## src/rtl/game_pkg.sv

```systemverilog
// Shared game constants: direction codes, actor indices, start positions.
// Used by the move scheduler and the renderer.
package game_pkg;

  localparam int N_ACTORS = 5;

  typedef enum logic [2:0] {
    DIR_STOP  = 3'd0,
    DIR_UP    = 3'd1,
    DIR_DOWN  = 3'd2,
    DIR_LEFT  = 3'd3,
    DIR_RIGHT = 3'd4
  } dir_e;

  localparam int ACT_PACMAN = 0;
  localparam int ACT_BLINKY = 1;
  localparam int ACT_PINKY  = 2;
  localparam int ACT_INKY   = 3;
  localparam int ACT_CLYDE  = 4;

  // Actor 0 in the low 16 bits.
  localparam logic [79:0] START_X = {
    16'd344, 16'd312, 16'd280, 16'd312, 16'd312
  };
  localparam logic [79:0] START_Y = {
    16'd232, 16'd232, 16'd232, 16'd200, 16'd368
  };

  typedef enum logic [2:0] {
    S_IDLE,
    S_SELECT,
    S_REQ,
    S_NEXT,
    S_DONE
  } ms_state_e;

endpackage

```

## src/rtl/move_tick_div.sv

```systemverilog
// Frame tick divider: counts 0..TICK_DIV-1, o_tick on the last count.
// Ports: clk, rst (async high), i_clr (sync clear), o_tick.
module move_tick_div #(
  parameter int TICK_DIV = 1666666
)(
  input  logic clk,
  input  logic rst,
  input  logic i_clr,
  output logic o_tick
);

  localparam int CW = $clog2(TICK_DIV);
  localparam logic [CW-1:0] LAST = CW'(TICK_DIV - 1);

  logic [CW-1:0] r_cnt;
  logic          w_last;

  assign w_last = (r_cnt == LAST);
  assign o_tick = w_last;

  always_ff @(posedge clk or posedge rst) begin
    if (rst) begin
      r_cnt <= '0;
    end else if (i_clr || w_last) begin
      r_cnt <= '0;
    end else begin
      r_cnt <= r_cnt + 1'b1;
    end
  end

endmodule

```

## src/rtl/move_scheduler.sv

```systemverilog
// Per-frame actor mover: one wall lookup per moving actor, in index order.
// Ports: clk/rst/restart, actor_en/dir, wq_* lookup, pos_*, status flags.
module move_scheduler
  import game_pkg::*;
#(
  parameter int TICK_DIV    = 1666666,
  parameter int STEP        = 1,
  parameter int X_MAX       = 639,
  parameter int Y_MAX       = 479,
  parameter int ACK_TIMEOUT = 255
)(
  input  logic        clk,
  input  logic        rst,
  input  logic        restart,
  input  logic [4:0]  actor_en,
  input  logic [14:0] actor_dir,
  output logic        wq_req,
  output logic [15:0] wq_x,
  output logic [15:0] wq_y,
  input  logic        wq_ack,
  input  logic        wq_blocked,
  output logic [79:0] pos_x,
  output logic [79:0] pos_y,
  output logic        frame_done,
  output logic        busy,
  output logic        err_overrun,
  output logic        err_timeout
);

  localparam int WW = $clog2(ACK_TIMEOUT + 1);
  localparam logic [WW-1:0] W_LAST = WW'(ACK_TIMEOUT - 1);
  localparam logic [2:0] IDX_LAST = 3'(N_ACTORS - 1);
  localparam logic [16:0] STEP17 = 17'(STEP);
  localparam logic [16:0] XMAX17 = 17'(X_MAX);
  localparam logic [16:0] YMAX17 = 17'(Y_MAX);

  ms_state_e r_state;
  ms_state_e w_next;

  logic [2:0]              r_idx;
  logic [4:0]              r_en;
  logic [14:0]             r_dir;
  logic [15:0]             r_wq_x;
  logic [15:0]             r_wq_y;
  logic [WW-1:0]           r_wait;
  logic [N_ACTORS-1:0][15:0] r_px;
  logic [N_ACTORS-1:0][15:0] r_py;
  logic                    r_ovr;
  logic                    r_tmo;

  logic        w_tick;
  logic [2:0]  w_dir;
  logic [16:0] w_cx;
  logic [16:0] w_cy;
  logic        w_go;
  logic        w_move;
  logic        w_to;

  move_tick_div #(
    .TICK_DIV(TICK_DIV)
  ) u_tick (
    .clk   (clk),
    .rst   (rst),
    .i_clr (restart),
    .o_tick(w_tick)
  );

  assign w_dir = r_dir[r_idx*3 +: 3];

  // 17-bit candidate: a step below zero wraps far above any *_MAX.
  always_comb begin
    w_cx = {1'b0, r_px[r_idx]};
    w_cy = {1'b0, r_py[r_idx]};
    w_go = 1'b1;
    case (w_dir)
      DIR_UP:    w_cy = {1'b0, r_py[r_idx]} - STEP17;
      DIR_DOWN:  w_cy = {1'b0, r_py[r_idx]} + STEP17;
      DIR_LEFT:  w_cx = {1'b0, r_px[r_idx]} - STEP17;
      DIR_RIGHT: w_cx = {1'b0, r_px[r_idx]} + STEP17;
      default:   w_go = 1'b0;
    endcase
  end

  assign w_move = r_en[r_idx] && w_go &&
                  (w_cx <= XMAX17) && (w_cy <= YMAX17);

  // Ack in the final wait cycle still counts as an ack.
  assign w_to = (r_wait == W_LAST) && !wq_ack;

  always_ff @(posedge clk or posedge rst) begin
    if (rst) begin
      r_state <= S_IDLE;
    end else begin
      r_state <= w_next;
    end
  end

  always_comb begin
    w_next = r_state;
    unique case (r_state)
      S_IDLE:   if (w_tick) w_next = S_SELECT;
      S_SELECT: w_next = w_move ? S_REQ : S_NEXT;
      S_REQ:    if (wq_ack || w_to) w_next = S_NEXT;
      S_NEXT:   w_next = (r_idx == IDX_LAST) ? S_DONE : S_SELECT;
      S_DONE:   w_next = S_IDLE;
      default:  w_next = S_IDLE;
    endcase
    if (restart) w_next = S_IDLE;
  end

  always_comb begin
    wq_req     = (r_state == S_REQ) && !restart;
    frame_done = (r_state == S_DONE) && !restart;
    busy       = (r_state != S_IDLE);
  end

  always_ff @(posedge clk or posedge rst) begin
    if (rst) begin
      r_idx  <= '0;
      r_en   <= '0;
      r_dir  <= '0;
      r_wq_x <= '0;
      r_wq_y <= '0;
      r_wait <= '0;
      r_px   <= START_X;
      r_py   <= START_Y;
      r_ovr  <= 1'b0;
      r_tmo  <= 1'b0;
    end else if (restart) begin
      r_idx  <= '0;
      r_wait <= '0;
      r_px   <= START_X;
      r_py   <= START_Y;
      r_ovr  <= 1'b0;
      r_tmo  <= 1'b0;
    end else begin
      if (w_tick && r_state == S_IDLE) begin
        r_en  <= actor_en;
        r_dir <= actor_dir;
        r_idx <= '0;
      end
      if (w_tick && r_state != S_IDLE) begin
        r_ovr <= 1'b1;
      end
      if (r_state == S_SELECT && w_move) begin
        r_wq_x <= w_cx[15:0];
        r_wq_y <= w_cy[15:0];
      end
      if (r_state == S_REQ) begin
        r_wait <= r_wait + 1'b1;
      end else begin
        r_wait <= '0;
      end
      if (r_state == S_REQ && wq_ack && !wq_blocked) begin
        r_px[r_idx] <= r_wq_x;
        r_py[r_idx] <= r_wq_y;
      end
      if (r_state == S_REQ && w_to) begin
        r_tmo <= 1'b1;
      end
      if (r_state == S_NEXT && r_idx != IDX_LAST) begin
        r_idx <= r_idx + 1'b1;
      end
    end
  end

  assign wq_x        = r_wq_x;
  assign wq_y        = r_wq_y;
  assign pos_x       = r_px;
  assign pos_y       = r_py;
  assign err_overrun = r_ovr;
  assign err_timeout = r_tmo;

endmodule
```

## config.mk

```make
export PLATFORM = sky130hd
export DESIGN_NAME = move_scheduler
export DESIGN_NICKNAME = d
export VERILOG_FILES = /design/src/rtl/game_pkg.sv /design/src/rtl/move_tick_div.sv /design/src/rtl/move_scheduler.sv
export SDC_FILE = /design/constraint.sdc
export NUM_CORES = 1
export LEC_CHECK = 0
export ABC_AREA = 1
export BUFFER_PORTS_ARGS = -buffer_cell sky130_fd_sc_hd__buf_2
export CAP_MARGIN = 40
export CORE_MARGIN = 5
export CORE_UTILIZATION = 50
export CTS_BUF_LIST = sky130_fd_sc_hd__clkbuf_8
export CTS_CLUSTER_DIAMETER = 150
export DETAILED_ROUTE_END_ITERATION = 10
export PLACE_DENSITY = 0.75
export SYNTH_ARGS = -nofsm -noshare
export SYNTH_HDL_FRONTEND = slang
export SYNTH_SLANG_ARGS = --single-unit
```

## constraint.sdc

```tcl
create_clock -name clk -period 8.3 [get_ports clk]
set_input_delay 1.66 -clock clk [delete_from_list [all_inputs] [get_ports clk]]
set_output_delay 1.66 -clock clk [all_outputs]
set_load 0.1 [all_outputs]
```

* After elaboration in Yosys (flattened, before gate mapping)
Index checks and enable logic that the tools add are counted.
** Storage, ports and cells
- Register bits :: 249
- Output and inout port bits :: 197
- Word-level logic and storage cells :: 110
** Operators by class
- Add/sub/neg operators :: 7
- Multiply operators :: 1
- $lt $le $gt $ge :: 4
- Eq/ne operators :: 14
- Shifts and indexed selects :: 1
- Mux-type cells :: 33
- Bitwise logic cells :: 1
- Reductions and logical operators :: 29
** Operators by type and width (number)
- 2-to-1 mux 80 bit :: 4
- bitwise mux 80 bit :: 2
- binary-select mux 16 bit (select 3 bit) :: 2
- one-hot mux 17 bit (2 select lines) :: 2
- demux 16 bit (select 3 bit) :: 1
- 2-to-1 mux 16 bit :: 3
- adder 16 x 1 -> 17 bit, second input constant :: 2
- subtractor 16 x 1 -> 17 bit, second input constant :: 2
- adder 21 x 1 -> 21 bit, second input constant :: 1
- equality test 21 bit, second input constant :: 1
- 2-to-1 mux 21 bit :: 1
- 2-to-1 mux 3 bit :: 7
- <= comparator 17 x 10 -> 1 bit, second input constant :: 1
- <= comparator 17 x 9 -> 1 bit, second input constant :: 1
- 2-to-1 mux 8 bit :: 2
- indexed part select 15 x 6 -> 3 bit :: 1
- logical AND 1 bit :: 14
- equality test 3 x 2 -> 1 bit, second input constant :: 4
- one-hot mux 3 bit (4 select lines) :: 1
- equality test 3 bit, second input constant :: 3
- adder 8 x 1 -> 8 bit, second input constant :: 1
- equality test 8 bit, second input constant :: 1
- 2-to-1 mux 1 bit :: 7
- equality test 3 x 1 -> 1 bit, second input constant :: 2
- other kinds (15) :: 24

* Logic depth before layout (Yosys ltp)
- Word-level depth :: 11
- Mapped depth :: 30
- Gate-level depth less buffers :: 28

* Cells and area by module
A second synthesis with hierarchy kept.
** Second synthesis, totals
- Cell total of the unflattened synthesis :: 1671
- Area total of the unflattened synthesis :: 13559.3 µm²
** Modules (own cells, without submodules)
- move_scheduler :: instances 1, cells each 1497, area each 12308.1 µm², sequential area each 5753.0 µm²
- move_tick_div :: instances 1, cells each 174, area each 1251.2 µm², sequential area each 525.5 µm²

* Worst setup path before layout
No wires, ideal clock.
- Kind :: input -> output
- From :: input port restart
- To :: output port frame_done
- Arrival time :: 4940 ps
- Required time :: 6640 ps
- Setup slack :: 1700 ps
- Stages on the path :: 3
- Cell sequence :: clkbuf_1 buf_1 nor4_1
** Between the ends
- Longest elaborated chain between the ends :: 2
** RTL lines
- start: declaration :: RTL line move_scheduler.sv:14 : input logic restart,
- logical NOT 1 bit :: RTL line move_scheduler.sv:113 : frame_done = (r_state == S_DONE) && !restart;
- logical AND 1 bit :: RTL line move_scheduler.sv:113
- end: declaration :: RTL line move_scheduler.sv:24 : output logic frame_done,
No other way between the ends.

* Final worst setup path
- From :: register r_idx[2]
- To :: register r_wq_x[0], in the netlist wq_x[0]
** Between the ends
- Longest elaborated chain between the ends :: 10
- Elaborated cells between the ends (all ways) :: 27
** RTL lines
- start: declaration :: RTL line move_scheduler.sv:40 : logic [2:0] r_idx;
- start signal: assignment :: RTL line move_scheduler.sv:162 : r_idx <= r_idx + 1'b1;
- parallel branches: the longest is 10 deep, another holds <= comparator 17 x 10 -> 1 bit
- end signal: assignment :: RTL line move_scheduler.sv:146 : r_wq_x <= w_cx[15:0];
- end: declaration :: RTL line move_scheduler.sv:43 : logic [15:0] r_wq_x;
Parallel ways; which one is timed is not known. The select of a mux whose other input is x is not followed.
A chain may end at the register's enable or synchronous reset.

==> run_results.csv <==
group,metric,value,unit
min_path,hold_path_class,"reg2reg",
critical_path,critPathMaxFanout,46,
clocking,cts.sinks,249,
power_and_ir_drop,leakage,8.14,nW
finish,finalNonFillerCells,2207,
drt,vias,12900,
placed_design,dp.cells,2130,
timing,rsz0062_at_grt,"false",
timing,finalHoldViolations,0,
clocking,root_buffer,"clkbuf_8",
timing,worst_slew_pin_slew,0.923,ns
global_route,grt_usage,30.5,%
clocking,clockBufferDepth,3,
clocking,numCtsBuffers,42,
timing,fmax,0.180,GHz
run_status,status,"finished, final reports clean",
power_and_ir_drop,p_per_area,173,mW/mm²
logic_synthesis,async_reset_ff_share,100,%
drt,dr.pass1.iters,8,
logic_synthesis,yosysSeqAreaShare,47.4,%
die,dieWidth,173,µm
clocking,h-tree-depth,2,
global_route,grt_pass1_wl,73.2,mm
logic_synthesis,synth_fp_nets,1680,
logic_synthesis,ys.flop_type,"dfrtp_1",
power_and_ir_drop,ir_drop,0.000143,V
placed_design,io_buffers,221,
placed_design,dpl_cell_area,0.0147,mm²
die,initial_core_util,50.8,%
global_route,grt_pass1_vias,12800,
clocking,post_cts_buffers,0,
critical_path,worst_ep_arrival_time,6.02,ns
drt,dr.first_iter.drc_count,1560,
drt,ant_nets,0,
logic_synthesis,synth_area,0.0132,mm²
logic_synthesis,synth_cell_types,55,
logic_synthesis,syn_inst,1617,
clocking,cts_tree,"yes",
placed_design,gp_congestion,0.976,
power_and_ir_drop,power.total,0.00271,W
timing,final.setup.tns,0,ns
timing,period_share,67.1,%
logic_synthesis,synth_edf_count,0,
die,die-area,0.0298,mm²
placed_design,dp_hpwl,34.1,mm
finish,layout-drive-gt1-share,21.9,%
timing,finalMaxSlewViolations,0,
critical_path,required,8.75,ns
critical_path,critPathKind,"reg2reg",
finish,nets,1903,
die,die_y,173,µm
die,io_pins,222,
global_route,grt_start_max_net_pins,134,
drt,avgRoutedWirePerCell,21.3,µm
critical_path,startpoint_type,"register",
finish,area_delta_synth_final,18.2,%
timing,setup_violations,0,
timing,relSlewSlack,38.3,%
global_route,antenna_found_initial,0,
clocking,path_clk_slew,0.07,ns
logic_synthesis,yosys_warnings,0,
global_route,grt-ovfl-total,0,
critical_path,crit_path_end_kind,"register",
drt,via_per_inst,5.85,
timing,finalClockSkew,0.0248,ns
finish,antenna_cells,0,
drt,drc,0,
logic_synthesis,synth_area_per_cell,8.19,µm²
clocking,clk_latency,0.57,ns
die,coreArea,0.0261,mm²
logic_synthesis,ys_ff_latch,249,
clocking,cts_hold_buf,0,
clocking,post_cts_resized,0,
timing,whs,0.484,ns
flow_run,drv_cap,0,
die,rows,59,
finish,finalInstanceArea,0.0157,mm²
drt,wl,47.0,mm
timing,fin_crit,5.57,ns
## power breakdown
part           switching [W]  internal, W
Combinational       0.000235    0.0000556
Clock               0.000518     0.000648
Sequential         0.0000158      0.00124
Total               0.000769      0.00195
## registers in the layout, indices dropped and copies added, names as in the netlist
signal / cells
r_en: 5
r_dir: 15
wq_x: 16
r_idx: 3
u_tick.r_cnt: 21
r_state: 3
pos_x: 80
err_overrun: 1
wq_y: 16
r_wait: 8
err_timeout: 1
pos_y: 80
## synth_stat cells (22+ instances only)
library cell	instances	area share (%)
ha_1	36	3.4
nor2_1	153	4.3
dfrtp_1	211	40
inv_1	174	4.9
nand2_1	332	9.4
a21oi_1	89	3.4
clkbuf_1	40	1.1
o21ai_1	22	0.83
nand3_1	122	4.6
o22ai_1	58	2.7
dfstp_2	38	7.5
o21ai_0	127	4.8
## path summary, 6_finish.rpt
path                                   to  cells after the start  startpoint  slack, ns
worst max-delay path              wq_x[0]                     25    r_idx[2]       2.73
worst min-delay path            r_wait[0]                      1   r_wait[0]       0.48
worst max register to register    wq_x[0]                     25    r_idx[2]       2.73
worst min register to register  r_wait[0]                      1   r_wait[0]       0.48
max in group asynchronous       pos_y[78]                      5         rst       5.99
min in group asynchronous       pos_x[27]                      2         rst       1.14
## logic make-up after synthesis
kind of cell / synth area share [%]
DFF: 47.4
buffers and inverters: 7.86
xor gates and xnor gates: 1.39
muxes: 2.38
adders and majority gates: 3.70
and+or+nand+nor: 22.7
AOI/OAI and AO/OA: 14.5
## metal layers
layer | vias to the layer above | wire length, µm | track usage (%)
met5 | - | 0 | 0
met4 | 0 | 1780 | 12.1
met3 | 138 | 4510 | 6.33
met2 | 745 | 21200 | 47.3
met1 | 6166 | 19400 | 42.4
li1 | 5859 | - | -
## cell type report
type | count | area [µm²]
multi-input combinational | 1116 | 5930
inverter | 184 | 697
fill | 2317 | 10400
clock buffer | 54 | 743
timing repair buffer | 247 | 1430
clock inverter | 22 | 154
tap | 335 | 419
sequential | 249 | 6280
## cell usage in the layout (no fill, tap or decap), types with 6 or more instances in the layout
cell / Yosys / layout
inv_1: 174 / 187
xnor2_1: 8 / 8
dfrtp_1: 211 / 211
inv_2: 7 / 8
clkbuf_8: 0 / 54
nor4_1: 10 / 10
nand3_2: 8 / 8
o21ai_1: 22 / 22
o22ai_1: 58 / 58
a21oi_1: 89 / 89
mux2_2: 20 / 20
nand2_1: 332 / 332
a211oi_1: 6 / 6
dfstp_2: 38 / 38
o221ai_1: 8 / 8
buf_2: 5 / 221
xor2_1: 13 / 13
nor2_2: 8 / 9
a2111oi_0: 8 / 8
o21ai_0: 127 / 127
nand4_1: 11 / 11
mux2i_1: 9 / 9
nor2_1: 153 / 152
nand3_1: 122 / 122
nor3_1: 15 / 15
buf_4: 5 / 11
ha_1: 36 / 36
nand2_2: 10 / 10
buf_8: 0 / 6
## stage by stage
stage          worst slack (ns)  util (%)
2_1_floorplan              1.70         -
3_3_place_gp               2.51      55.8
3_5_place_dp               2.85      56.6
4_1_cts                    2.82      60.0
5_1_grt                    2.44      60.1
6_report                   2.73      60.1
## worst max-delay path, cell delays in order (launching register included)
cell and delay [ns]:
dfrtp_1 0.86, inv_4 0.30, nand3_1 0.73, inv_2 0.40
a221oi_1 0.37, nand3_1 0.22, ha_1 0.44, nand2_1 0.15
inv_1 0.07, nand2_1 0.08, nand2_1 0.05, inv_1 0.09
nor2_1 0.05, nor2_1 0.09, nand2_1 0.13, nand2_1 0.11
nand2_1 0.05, nand2_1 0.06, nand2_1 0.05, mux2i_1 0.14
nand3_1 0.12, nor2_2 0.19, nand4_4 0.21, buf_12 0.27
nor2_1 0.12, nor2_1 0.06
No activity file was read; power rests on OpenSTA's default activity.
